[src/rtl/filtr_pkg.sv]
// filtr_sekwencer shared types and default widths.
// FSM encoding is fixed so status taps can decode it directly.
package filtr_pkg;

  localparam int DATA_SIZE_D = 5;
  localparam int DIV_WIDTH_D = 16;
  localparam int TIMEOUT_D   = 64;
  localparam int OVR_WIDTH_D = 8;

  typedef enum logic [1:0] {
    ST_IDLE = 2'd0,
    ST_TRIG = 2'd1,
    ST_WAIT = 2'd2,
    ST_HOLD = 2'd3
  } state_e;

endpackage

[src/rtl/filtr_tick_gen.sv]
// Programmable sample-period divider.
// Fires tick when cnt reaches div, so a shrunk div ticks at once.
module filtr_tick_gen
  import filtr_pkg::*;
#(
  parameter int DIV_WIDTH = DIV_WIDTH_D
) (
  input  logic                 clk,
  input  logic                 reset,
  input  logic                 en,
  input  logic [DIV_WIDTH-1:0] div,
  output logic                 tick
);

  logic [DIV_WIDTH-1:0] cnt_q;
  logic [DIV_WIDTH-1:0] cnt_d;

  assign tick = en && (cnt_q >= div);

  always_comb begin
    cnt_d = cnt_q;
    if (!en || tick) begin
      cnt_d = '0;
    end else begin
      cnt_d = cnt_q + 1'b1;
    end
  end

  always_ff @(posedge clk) begin
    if (reset) begin
      cnt_q <= '0;
    end else begin
      cnt_q <= cnt_d;
    end
  end

endmodule

[src/rtl/filtr_sekwencer.sv]
// Sample scheduler and handshake controller for one filter core.
// Trigger, bounded wait for done, then valid/ready hand-off.
module filtr_sekwencer
  import filtr_pkg::*;
#(
  parameter int DATA_SIZE = DATA_SIZE_D,
  parameter int DIV_WIDTH = DIV_WIDTH_D,
  parameter int TIMEOUT   = TIMEOUT_D,
  parameter int OVR_WIDTH = OVR_WIDTH_D
) (
  input  logic                 clk,
  input  logic                 reset,
  input  logic                 en,
  input  logic [DIV_WIDTH-1:0] div,
  input  logic [DATA_SIZE-1:0] data_in,
  output logic [DATA_SIZE-1:0] f_data_in,
  output logic                 f_sample_trig,
  input  logic [DATA_SIZE-1:0] f_data_out,
  input  logic                 f_filter_done,
  output logic [DATA_SIZE-1:0] out_data,
  output logic                 out_valid,
  input  logic                 out_ready,
  output logic                 busy,
  output logic [OVR_WIDTH-1:0] overrun_cnt,
  output logic                 timeout_err,
  input  logic                 clear_status
);

  localparam int TW = $clog2(TIMEOUT + 1);
  localparam logic [TW-1:0] T_LAST = TW'(TIMEOUT - 1);

  state_e state_q;
  state_e state_d;

  logic [TW-1:0]        timer_q;
  logic [TW-1:0]        timer_d;
  logic [DATA_SIZE-1:0] f_data_in_q;
  logic [DATA_SIZE-1:0] f_data_in_d;
  logic [DATA_SIZE-1:0] out_data_q;
  logic [DATA_SIZE-1:0] out_data_d;
  logic                 out_valid_q;
  logic                 out_valid_d;
  logic [OVR_WIDTH-1:0] ovr_q;
  logic [OVR_WIDTH-1:0] ovr_d;
  logic                 terr_q;
  logic                 terr_d;

  logic tick;
  logic capture;
  logic in_wait;
  logic done_hit;
  logic time_up;
  logic handshake;
  logic ovr_inc;

  filtr_tick_gen #(
    .DIV_WIDTH(DIV_WIDTH)
  ) u_tick (
    .clk  (clk),
    .reset(reset),
    .en   (en),
    .div  (div),
    .tick (tick)
  );

  always_ff @(posedge clk) begin
    if (reset) begin
      state_q <= ST_IDLE;
    end else begin
      state_q <= state_d;
    end
  end

  always_comb begin
    state_d = state_q;
    unique case (state_q)
      ST_IDLE: if (tick) state_d = ST_TRIG;
      ST_TRIG: state_d = ST_WAIT;
      ST_WAIT: begin
        if (f_filter_done) begin
          state_d = ST_HOLD;
        end else if (time_up) begin
          state_d = ST_IDLE;
        end
      end
      ST_HOLD: if (handshake) state_d = ST_IDLE;
      default: state_d = ST_IDLE;
    endcase
  end

  always_comb begin
    f_sample_trig = (state_q == ST_TRIG);
    busy          = (state_q != ST_IDLE);
    capture       = (state_q == ST_IDLE) && tick;
    in_wait       = (state_q == ST_WAIT);
    done_hit      = in_wait && f_filter_done;
    time_up       = in_wait && (timer_q == T_LAST);
    handshake     = (state_q == ST_HOLD) && out_valid_q && out_ready;
    ovr_inc       = tick && (state_q != ST_IDLE);
  end

  always_comb begin
    timer_d     = timer_q;
    f_data_in_d = f_data_in_q;
    out_data_d  = out_data_q;
    out_valid_d = out_valid_q;
    ovr_d       = ovr_q;
    terr_d      = terr_q;

    if (f_sample_trig) begin
      timer_d = '0;
    end else if (in_wait) begin
      timer_d = timer_q + 1'b1;
    end

    if (capture) begin
      f_data_in_d = data_in;
    end

    if (done_hit) begin
      out_data_d  = f_data_out;
      out_valid_d = 1'b1;
    end else if (handshake) begin
      out_valid_d = 1'b0;
    end

    // Clearing wins over a same-cycle increment or timeout.
    if (clear_status) begin
      ovr_d  = '0;
      terr_d = 1'b0;
    end else begin
      if (ovr_inc && (ovr_q != '1)) begin
        ovr_d = ovr_q + 1'b1;
      end
      if (time_up && !f_filter_done) begin
        terr_d = 1'b1;
      end
    end
  end

  always_ff @(posedge clk) begin
    if (reset) begin
      timer_q     <= '0;
      f_data_in_q <= '0;
      out_data_q  <= '0;
      out_valid_q <= 1'b0;
      ovr_q       <= '0;
      terr_q      <= 1'b0;
    end else begin
      timer_q     <= timer_d;
      f_data_in_q <= f_data_in_d;
      out_data_q  <= out_data_d;
      out_valid_q <= out_valid_d;
      ovr_q       <= ovr_d;
      terr_q      <= terr_d;
    end
  end

  assign f_data_in   = f_data_in_q;
  assign out_data    = out_data_q;
  assign out_valid   = out_valid_q;
  assign overrun_cnt = ovr_q;
  assign timeout_err = terr_q;

endmodule
[config.mk]
export PLATFORM = sky130hd
export DESIGN_NAME = filtr_sekwencer
export DESIGN_NICKNAME = d
export VERILOG_FILES = /design/src/rtl/filtr_pkg.sv /design/src/rtl/filtr_tick_gen.sv /design/src/rtl/filtr_sekwencer.sv
export SDC_FILE = /design/constraint.sdc
export NUM_CORES = 1
export LEC_CHECK = 0
export ABC_AREA = 1
export CAP_MARGIN = 20
export CORE_MARGIN = 4
export CORE_UTILIZATION = 50
export CTS_CLUSTER_SIZE = 8
export DETAILED_ROUTE_END_ITERATION = 8
export PLACE_DENSITY_LB_ADDON = 0.12
export SLEW_MARGIN = 20
export SYNTH_ARGS = -nofsm -noshare
export SYNTH_HDL_FRONTEND = slang
export SYNTH_HIERARCHICAL = 1
export SYNTH_SLANG_ARGS = --single-unit
[constraint.sdc]
create_clock -name clk -period 3.4 [get_ports clk]
set_input_delay 0.85 -clock clk [delete_from_list [all_inputs] [get_ports clk]]
set_output_delay 0.85 -clock clk [all_outputs]
set_load 0.01 [all_outputs]
==> metrics.json, run 1 <==
{
  "cts_hold_repair.buffers": {"value": 0},
  "wire_length_of_the_first_global_routing_pass": {"value": 8540, "unit": "um"},
  "worstSkewPairLatency": {"value": 0.29, "unit": "ns"},
  "clock_tree.htree_level_count": {"value": 2},
  "maxSlewHeadroom": {"value": 70.4, "unit": "%"},
  "drt_wl_total": {"value": 4830, "unit": "um"},
  "power-per-cell-area": {"value": 324, "unit": "nW/um^2"},
  "hold-path-endpoint": {"value": "out_data[4]$_SDFFE_PP0P_"},
  "comb_power_share": {"value": 15.6, "unit": "%"},
  "grt_setup_unrepaired": {"value": "no"},
  "antennaDiodeCount": {"value": 0},
  "cts.repair.resized": {"value": 0},
  "setup_violations": {"value": 0},
  "max-clock-path-buffers": {"value": 2},
  "grt_max_degree": {"value": 17},
  "cp_max_fo": {"value": 7},
  "clock-root-buffer": {"value": "sky130_fd_sc_hd__clkbuf_8"},
  "timing.critical_path.slowest_stage_cell": {"value": "sky130_fd_sc_hd__clkdlybuf4s50_1"},
  "core_region_area": {"value": 4820, "unit": "sq um"},
  "worstPathRequired": {"value": 3.63, "unit": "ns"},
  "critPathMostFrequentCell": {"value": "sky130_fd_sc_hd__nand2_1"},
  "power.sequential.fraction": {"value": 53.0, "unit": "%"},
  "finalSetupTns": {"value": 0, "unit": "ns"},
  "crit_share_post_route": {"value": 79.8, "unit": "%"},
  "dominantRegCellSynth": {"value": "sky130_fd_sc_hd__dfxtp_1"},
  "maxCapViolations": {"value": 0},
  "synth_seq_area_share": {"value": 35.5, "unit": "%"},
  "mappedNetlistNets": {"value": 397},
  "finalWeightedCongestion": {"value": 0.818},
  "clock_power_share": {"value": 31.4, "unit": "%"},
  "max_freq": {"value": 369, "unit": "MHz"},
  "rr_startpoint": {"value": "u_tick/cnt_q[0]$_SDFF_PP0_"},
  "synth.avg_cell_area": {"value": 7.33, "unit": "sq um"},
  "ff2ff_path_depth": {"value": 16},
  "final.min_clock_period": {"value": 2.71, "unit": "ns"},
  "vias_per_cell": {"value": 4.70},
  "cts_setup_buffers": {"value": 0},
  "tightest_pin_transition": {"value": 0.443, "unit": "ns"},
  "asyncSetResetFlopFracSynth": {"value": 0, "unit": "%"},
  "layout-drive-gt1-share": {"value": 10.4, "unit": "%"},
  "timing.critical_path.to_type": {"value": "flip-flop"},
  "growth_of_design_area_from_synthesis_to_finish": {"value": 26.5, "unit": "%"},
  "hold_viol": {"value": 0},
  "netlist_instances": {"value": 346},
  "layout_commonest_cell": {"value": "sky130_fd_sc_hd__nand2_1"},
  "most-common-layout-cells": {"value": "sky130_fd_sc_hd__nand2_1 (67), sky130_fd_sc_hd__clkdlybuf4s50_1 (53), sky130_fd_sc_hd__nor2_1 (52)"},
  "tritoncts": {"value": "done"},
  "antenna_found_initial": {"value": 0},
  "io_buffers": {"value": 53},
  "fp.dieArea": {"value": 6280, "unit": "sq um"},
  "route.antenna.remaining_nets": {"value": 0},
  "grtUsageTotal": {"value": 16.7, "unit": "%"},
  "floorplan.io_pins": {"value": 54},
  "dieHeight": {"value": 79.2, "unit": "um"},
  "timing_max_transition_violations_final": {"value": 0},
  "yosysTopAreaCell": {"value": "sky130_fd_sc_hd__dfxtp_1"},
  "via_count_of_the_first_global_routing_pass": {"value": 2008},
  "synth.distinct_cells": {"value": 28},
  "detailroute.via_count": {"value": 2207},
  "result_of_the_run": {"value": "finished clean"},
  "intPower": {"value": 780, "unit": "uW"},
  "syn-cell-area": {"value": 2540, "unit": "sq um"},
  "hold_depth": {"value": 2},
  "type_of_the_worst_setup_path": {"value": "input pin to flip-flop"},
  "wl_per_cell": {"value": 10.3, "unit": "um"},
  "die_w": {"value": 79.2, "unit": "um"},
  "synth.area.top_cells": {"value": "sky130_fd_sc_hd__dfxtp_1 (36%), sky130_fd_sc_hd__nand2_1 (9.9%), sky130_fd_sc_hd__ha_1 (9.4%)"},
  "min-delay-start": {"value": "out_data[4]$_SDFFE_PP0P_"},
  "worst_path_top_cell_family_by_delay": {"value": "simple AND/OR/NAND/NOR gates"},
  "cts_made_buffers": {"value": 5},
  "place_inst": {"value": 463},
  "global_route.overflow_total": {"value": 0},
  "clock_pin_slew_on_the_worst_setup_and_hold_paths": {"value": 0.08, "unit": "ns"},
  "switching_share": {"value": 25.1, "unit": "%"},
  "fin_worst_skew": {"value": 0.00767, "unit": "ns"},
  "cp.arrival": {"value": 2.94, "unit": "ns"},
  "drtPass1Iterations": {"value": 4},
  "critical_path.max_stage_delay": {"value": 0.45, "unit": "ns"},
  "tritoncts_num_sinks": {"value": 45},
  "synth.ff_latch_count": {"value": 45},
  "timing.rr.end": {"value": "overrun_cnt[4]$_SDFFE_PP0P_"},
  "number_of_design_rule_violations_left_after_detail_routing": {"value": 0},
  "synthesis.yosys.warnings": {"value": 6},
  "finish.net_count": {"value": 454},
  "path_cells": {"value": "clkdlybuf4s50_1 -> inv_1 -> ha_1 -> nand2_1 -> nor2_1 -> nor2_1 -> nand2_1 -> nand2_1 -> nand2_1 -> nand2_2 -> a21oi_1 -> inv_1 -> nor2_4 -> nand2_4 -> inv_2 -> nand2_1 -> a21oi_1"},
  "p_switching": {"value": 262, "unit": "uW"},
  "dr.first_iter.drc_count": {"value": 62},
  "synth_edf_count": {"value": 0},
  "reg2reg_setup_slack": {"value": 1.31, "unit": "ns"},
  "synth.top_cell.area_share": {"value": 35.5, "unit": "%"},
  "start_kind": {"value": "input pin"},
  "row_count": {"value": 25},
  "start_util": {"value": 52.7, "unit": "%"},
  "p_leak": {"value": 1.30, "unit": "nW"},
  "detailed_place_hpwl": {"value": 3890, "unit": "um"},
  "post_layout_nonfiller_instances": {"value": 470},
  "hold_removal_path_class": {"value": "flip-flop to flip-flop"},
  "power.ir.vdd_worst": {"value": 0.207, "unit": "mV"},
  "bufs_and_invs_on_worst_path": {"value": 4}
}
==> tightest hold or removal path: stages (launching register included) <==
cell and delay [ns]:
sky130_fd_sc_hd__dfxtp_1 0.31, sky130_fd_sc_hd__nand2_1 0.06, sky130_fd_sc_hd__a21oi_1 0.05
==> through the flow <==
| step | hold slack [ns] | setup slack (ns) | area, sq um | total power, mW | util (%) |
|---|---|---|---|---|---|
| floorplan | 0.449 | 1.07 | 2540 | 0.655 | - |
| global placement | 0.449 | 0.389 | 3120 | 0.725 | 64.9 |
| detailed placement | 0.454 | 0.376 | 3120 | 0.727 | 64.9 |
| CTS | 0.466 | 0.679 | 3210 | 1.05 | 66.6 |
| global route | 0.483 | 0.479 | 3210 | 1.10 | 66.6 |
| finish | 0.463 | 0.688 | 3210 | 1.04 | 66.6 |
==> cells in the mapped netlist (2+ instances only) <==
| master | instances |
|---|---|
| sky130_fd_sc_hd__a21oi_1 | 21 |
| sky130_fd_sc_hd__buf_6 | 2 |
| sky130_fd_sc_hd__dfxtp_1 | 45 |
| sky130_fd_sc_hd__ha_1 | 19 |
| sky130_fd_sc_hd__inv_1 | 48 |
| sky130_fd_sc_hd__inv_2 | 3 |
| sky130_fd_sc_hd__nand2_1 | 67 |
| sky130_fd_sc_hd__nand2_2 | 6 |
| sky130_fd_sc_hd__nand3_1 | 16 |
| sky130_fd_sc_hd__nand3_2 | 2 |
| sky130_fd_sc_hd__nand4_1 | 3 |
| sky130_fd_sc_hd__nor2_1 | 52 |
| sky130_fd_sc_hd__nor2_2 | 16 |
| sky130_fd_sc_hd__nor2_4 | 4 |
| sky130_fd_sc_hd__o21ai_0 | 11 |
| sky130_fd_sc_hd__xnor2_1 | 7 |
| sky130_fd_sc_hd__xor2_1 | 13 |
==> metal layers <==
| metal | vias to the layer above | track usage, % | share of wire [%] |
|---|---|---|---|
| met2 | 51 | 25.8 | 41 |
| li1 | 1194 | - | - |
| met5 | - | 0 | 0 |
| met3 | 6 | 4.99 | 6.7 |
| met4 | 0 | 4.64 | 1.1 |
| met1 | 956 | 22.7 | 51 |
==> power groups by stage <==
stage | Combinational, mW | Clock, mW | Sequential (mW)
2_1_floorplan | 0.0913 | 0 | 0.563
3_3_place_gp | 0.161 | 0 | 0.564
3_5_place_dp | 0.163 | 0 | 0.564
4_1_cts | 0.164 | 0.334 | 0.551
5_1_grt | 0.184 | 0.358 | 0.553
6_report | 0.162 | 0.327 | 0.552
==> cell families (layout without fill, tap and decap cells) <==
group / after synthesis / after routing / share of synthesized area, %
AO/OA/AOI/OAI: 36 / 36 / 7.40
XOR/XNOR: 20 / 20 / 6.90
adder cells (fa/ha/maj): 19 / 19 / 9.37
buffers and inverters: 54 / 111 / 8.63
flip-flops: 45 / 45 / 35.5
AND/OR/NAND/NOR: 172 / 172 / 32.2
==> state kept, by name, summed over array words and instances, names as in the netlist <==
register	flops
f_data_in	5
out_data	5
out_valid	1
u_tick/cnt_q	16
overrun_cnt	8
timer_q	7
state_q	2
timeout_err	1
==> area by class of cell <==
cell class	instances	area [sq um]
clock buffer	7	86.3
fill	445	1610
inverter	51	191
multi-input combinational	247	1420
sequential	45	901
tap	67	83.8
timing repair buffer	53	531
==> how the worst max path moves through the flow <==
stage	start	endpoint	slack, ns	cells past startpoint
5_1_grt	div[3]	overrun_cnt[3]$_SDFFE_PP0P_	0.48	17
4_1_cts	div[3]	overrun_cnt[2]$_SDFFE_PP0P_	0.68	17
3_5_place_dp	div[3]	overrun_cnt[4]$_SDFFE_PP0P_	0.38	17
2_1_floorplan	div[3]	overrun_cnt[4]$_SDFFE_PP0P_	1.07	16
3_3_place_gp	div[3]	overrun_cnt[3]$_SDFFE_PP0P_	0.39	17
6_report	div[3]	overrun_cnt[4]$_SDFFE_PP0P_	0.69	17
Note: power is estimated with default switching activity, not from simulation.
==> run 2, diff against run 1 <==
==> constraint.sdc (replaced) <==
create_clock -name clk -period 2.5 [get_ports clk]
set_input_delay 0.625 -clock clk [delete_from_list [all_inputs] [get_ports clk]]
set_output_delay 0.625 -clock clk [all_outputs]
set_load 0.01 [all_outputs]
==> run 2 against run 1 <==
Against the previous run: global-route usage increased by 0.16 points; critical endpoint is now overrun_cnt[7]$_SDFFE_PP0P_; die area stayed put; largest cell class unchanged; critical path depth decreased by 3; count of clock-buffer cells in the layout unchanged; critical path type unchanged; utilization rose by 2.6 points.
==> metrics.json, run 2 (synthesis gave the netlist of run 1 again) <==
{
  "tritoncts": {"value": "done"},
  "rr_startpoint": {"value": "u_tick/cnt_q[0]$_SDFF_PP0_"},
  "path_cells": {"value": "clkdlybuf4s50_1 -> inv_1 -> ha_1 -> nand2_1 -> nor3_2 -> buf_4 -> nand2_4 -> a21oi_4 -> inv_2 -> nor2_4 -> nand2_4 -> buf_4 -> nand2_1 -> a21oi_1"},
  "result_of_the_run": {"value": "finished clean"},
  "power-per-cell-area": {"value": 439, "unit": "nW/um^2"},
  "start_util": {"value": 52.7, "unit": "%"},
  "fillCellCount": {"value": 434},
  "vias_per_cell": {"value": 4.67},
  "tritoncts_num_sinks": {"value": 45},
  "wire_length_of_the_first_global_routing_pass": {"value": 8650, "unit": "um"},
  "worstPathRequired": {"value": 2.69, "unit": "ns"},
  "tightest_pin_transition": {"value": 0.458, "unit": "ns"},
  "cp.arrival": {"value": 2.61, "unit": "ns"},
  "max-clock-path-buffers": {"value": 2},
  "start_kind": {"value": "input pin"},
  "most-common-layout-cells": {"value": "sky130_fd_sc_hd__nand2_1 (64), sky130_fd_sc_hd__nor2_1 (51), sky130_fd_sc_hd__clkdlybuf4s50_1 (51)"},
  "cts_hold_repair.buffers": {"value": 0},
  "antenna_found_initial": {"value": 0},
  "post-place-ws": {"value": -0.319, "unit": "ns"},
  "largest_reg_flops": {"value": 16},
  "global_route.overflow_total": {"value": 0},
  "dr.first_iter.drc_count": {"value": 92},
  "wirelength_met1": {"value": 2550, "unit": "um"},
  "met3RoutedLength": {"value": 286, "unit": "um"},
  "dieHeight": {"value": 79.2, "unit": "um"},
  "p_leak": {"value": 1.37, "unit": "nW"},
  "fin_worst_skew": {"value": 0.0121, "unit": "ns"},
  "crit_share_post_route": {"value": 96.8, "unit": "%"},
  "clock_pin_slew_on_the_worst_setup_and_hold_paths": {"value": 0.09, "unit": "ns"},
  "top_register": {"value": "u_tick/cnt_q"},
  "critical_path.max_stage_delay": {"value": 0.45, "unit": "ns"},
  "route.antenna.remaining_nets": {"value": 0},
  "finalWeightedCongestion": {"value": 0.813},
  "worstSkewPairLatency": {"value": 0.30, "unit": "ns"},
  "max_freq": {"value": 413, "unit": "MHz"},
  "die_w": {"value": 79.2, "unit": "um"},
  "routed-wl-met2": {"value": 2250, "unit": "um"},
  "type_of_the_worst_setup_path": {"value": "input pin to flip-flop"},
  "hold_removal_path_class": {"value": "flip-flop to flip-flop"},
  "setup_violations": {"value": 0},
  "wl_per_cell": {"value": 10.8, "unit": "um"},
  "detailroute.via_count": {"value": 2221},
  "maxCapViolations": {"value": 0},
  "io_buffers": {"value": 53},
  "fp.dieArea": {"value": 6280, "unit": "sq um"},
  "power.ir.vdd_worst": {"value": 0.336, "unit": "mV"},
  "setup_ws": {"value": 0.0798, "unit": "ns"},
  "maxUsedRoutingLayer": {"value": "met4"},
  "finish.net_count": {"value": 459},
  "cp_max_fo": {"value": 7},
  "hold_viol": {"value": 0},
  "via_count_of_the_first_global_routing_pass": {"value": 2091},
  "row_count": {"value": 25},
  "worst_path_top_cell_family_by_delay": {"value": "buffers and inverters"},
  "grtUsageTotal": {"value": 16.9, "unit": "%"},
  "maxSlewHeadroom": {"value": 69.4, "unit": "%"},
  "bufs_and_invs_on_worst_path": {"value": 5},
  "timing.critical_path.to_type": {"value": "flip-flop"},
  "min-delay-start": {"value": "out_data[0]$_SDFFE_PP0P_"},
  "detailed_place_hpwl": {"value": 3930, "unit": "um"},
  "setup.worst_path.start": {"value": "div[15]"},
  "drt_wl_total": {"value": 5140, "unit": "um"},
  "layout-drive-gt1-share": {"value": 15.4, "unit": "%"},
  "timing_max_transition_violations_final": {"value": 0},
  "grt_max_degree": {"value": 17},
  "drtPass1Iterations": {"value": 4},
  "clock-root-buffer": {"value": "sky130_fd_sc_hd__clkbuf_8"},
  "layout_commonest_cell": {"value": "sky130_fd_sc_hd__nand2_1"},
  "growth_of_design_area_from_synthesis_to_finish": {"value": 31.6, "unit": "%"},
  "floorplan.io_pins": {"value": 54},
  "final.min_clock_period": {"value": 2.42, "unit": "ns"},
  "clock_tree.htree_level_count": {"value": 2},
  "antennaDiodeCount": {"value": 0},
  "timing.critical_path.slowest_stage_cell": {"value": "sky130_fd_sc_hd__clkdlybuf4s50_1"},
  "number_of_design_rule_violations_left_after_detail_routing": {"value": 0},
  "fin_hold_ws": {"value": 0.469, "unit": "ns"},
  "cts_made_buffers": {"value": 5},
  "core_region_area": {"value": 4820, "unit": "sq um"}
}
run 2: changes by cell type in the layout (fill, tap and decap cells not counted), sizes merged:
cell,delta
buf,+5
clkdlybuf4s50,-2
clkinv,+1
dlymetal6s2s,+2
run 2: layout make-up:
type | instances | area (sq um) | area share [%]
multi-input combinational | 247 | 1490 | 44.5
sequential | 45 | 901 | 27.0
timing repair buffer | 58 | 573 | 17.2
inverter | 51 | 194 | 5.81
clock buffer | 7 | 96.3 | 2.89
tap | 67 | 83.8 | 2.51
clock inverter | 1 | 5.00 | 0.150
run 2: repair_timing:
| action | CTS | global route |
|---|---|---|
| buffers inserted | 0 | 1 |
| pin swaps | 0 | 11 |
| gates cloned | 0 | 0 |
| resized for setup | 1 | 18 |
| setup endpoints to repair | 4 | 9 |
run 2: per-layer routing:
| layer | vias up | GRT usage (%) |
|---|---|---|
| met5 | - | 0 |
| met4 | 0 | 3.95 |
| met3 | 8 | 4.31 |
| met2 | 50 | 28.1 |
| met1 | 963 | 21.9 |
| li1 | 1200 | - |
run 2: worst paths after layout:
| kind | end | slack (ns) | cells after the start |
|---|---|---|---|
| worst max-delay path | overrun_cnt[7]$_SDFFE_PP0P_ | 0.08 | 14 |
| worst min register to register | out_data[0]$_SDFFE_PP0P_ | 0.47 | 2 |
| worst max register to register | overrun_cnt[7]$_SDFFE_PP0P_ | 0.43 | 16 |
| worst min-delay path | out_data[0]$_SDFFE_PP0P_ | 0.47 | 2 |
run 2: power breakdown:
part | switching, mW | leakage, nW | internal [mW]
Clock | 0.237 | 0.0542 | 0.250
Combinational | 0.117 | 0.950 | 0.112
Sequential | 0.0175 | 0.363 | 0.733
Total | 0.372 | 1.37 | 1.09
run 2: worst register-to-register path, delay by kind of cell, from the launching register on:
kind / cells / cell delay (ns)
fa+ha+maj: 1 / 0.28
flops: 1 / 0.42
buf+inv: 3 / 0.30
compound gates: 2 / 0.21
simple gates: 10 / 0.76
run 2: metrics by stage:
step	utilization, %	TNS, ns	instance area [sq um]	instances	total power, mW
after detailed placement	65.5	-3.14	3150	467	0.992
after global placement	65.5	-2.77	3150	467	0.989
after floorplan	-	0	2540	346	0.890
after global routing	69.3	-0.164	3340	476	1.54
after CTS	67.7	0	3260	475	1.48
final	69.3	0	3340	476	1.47
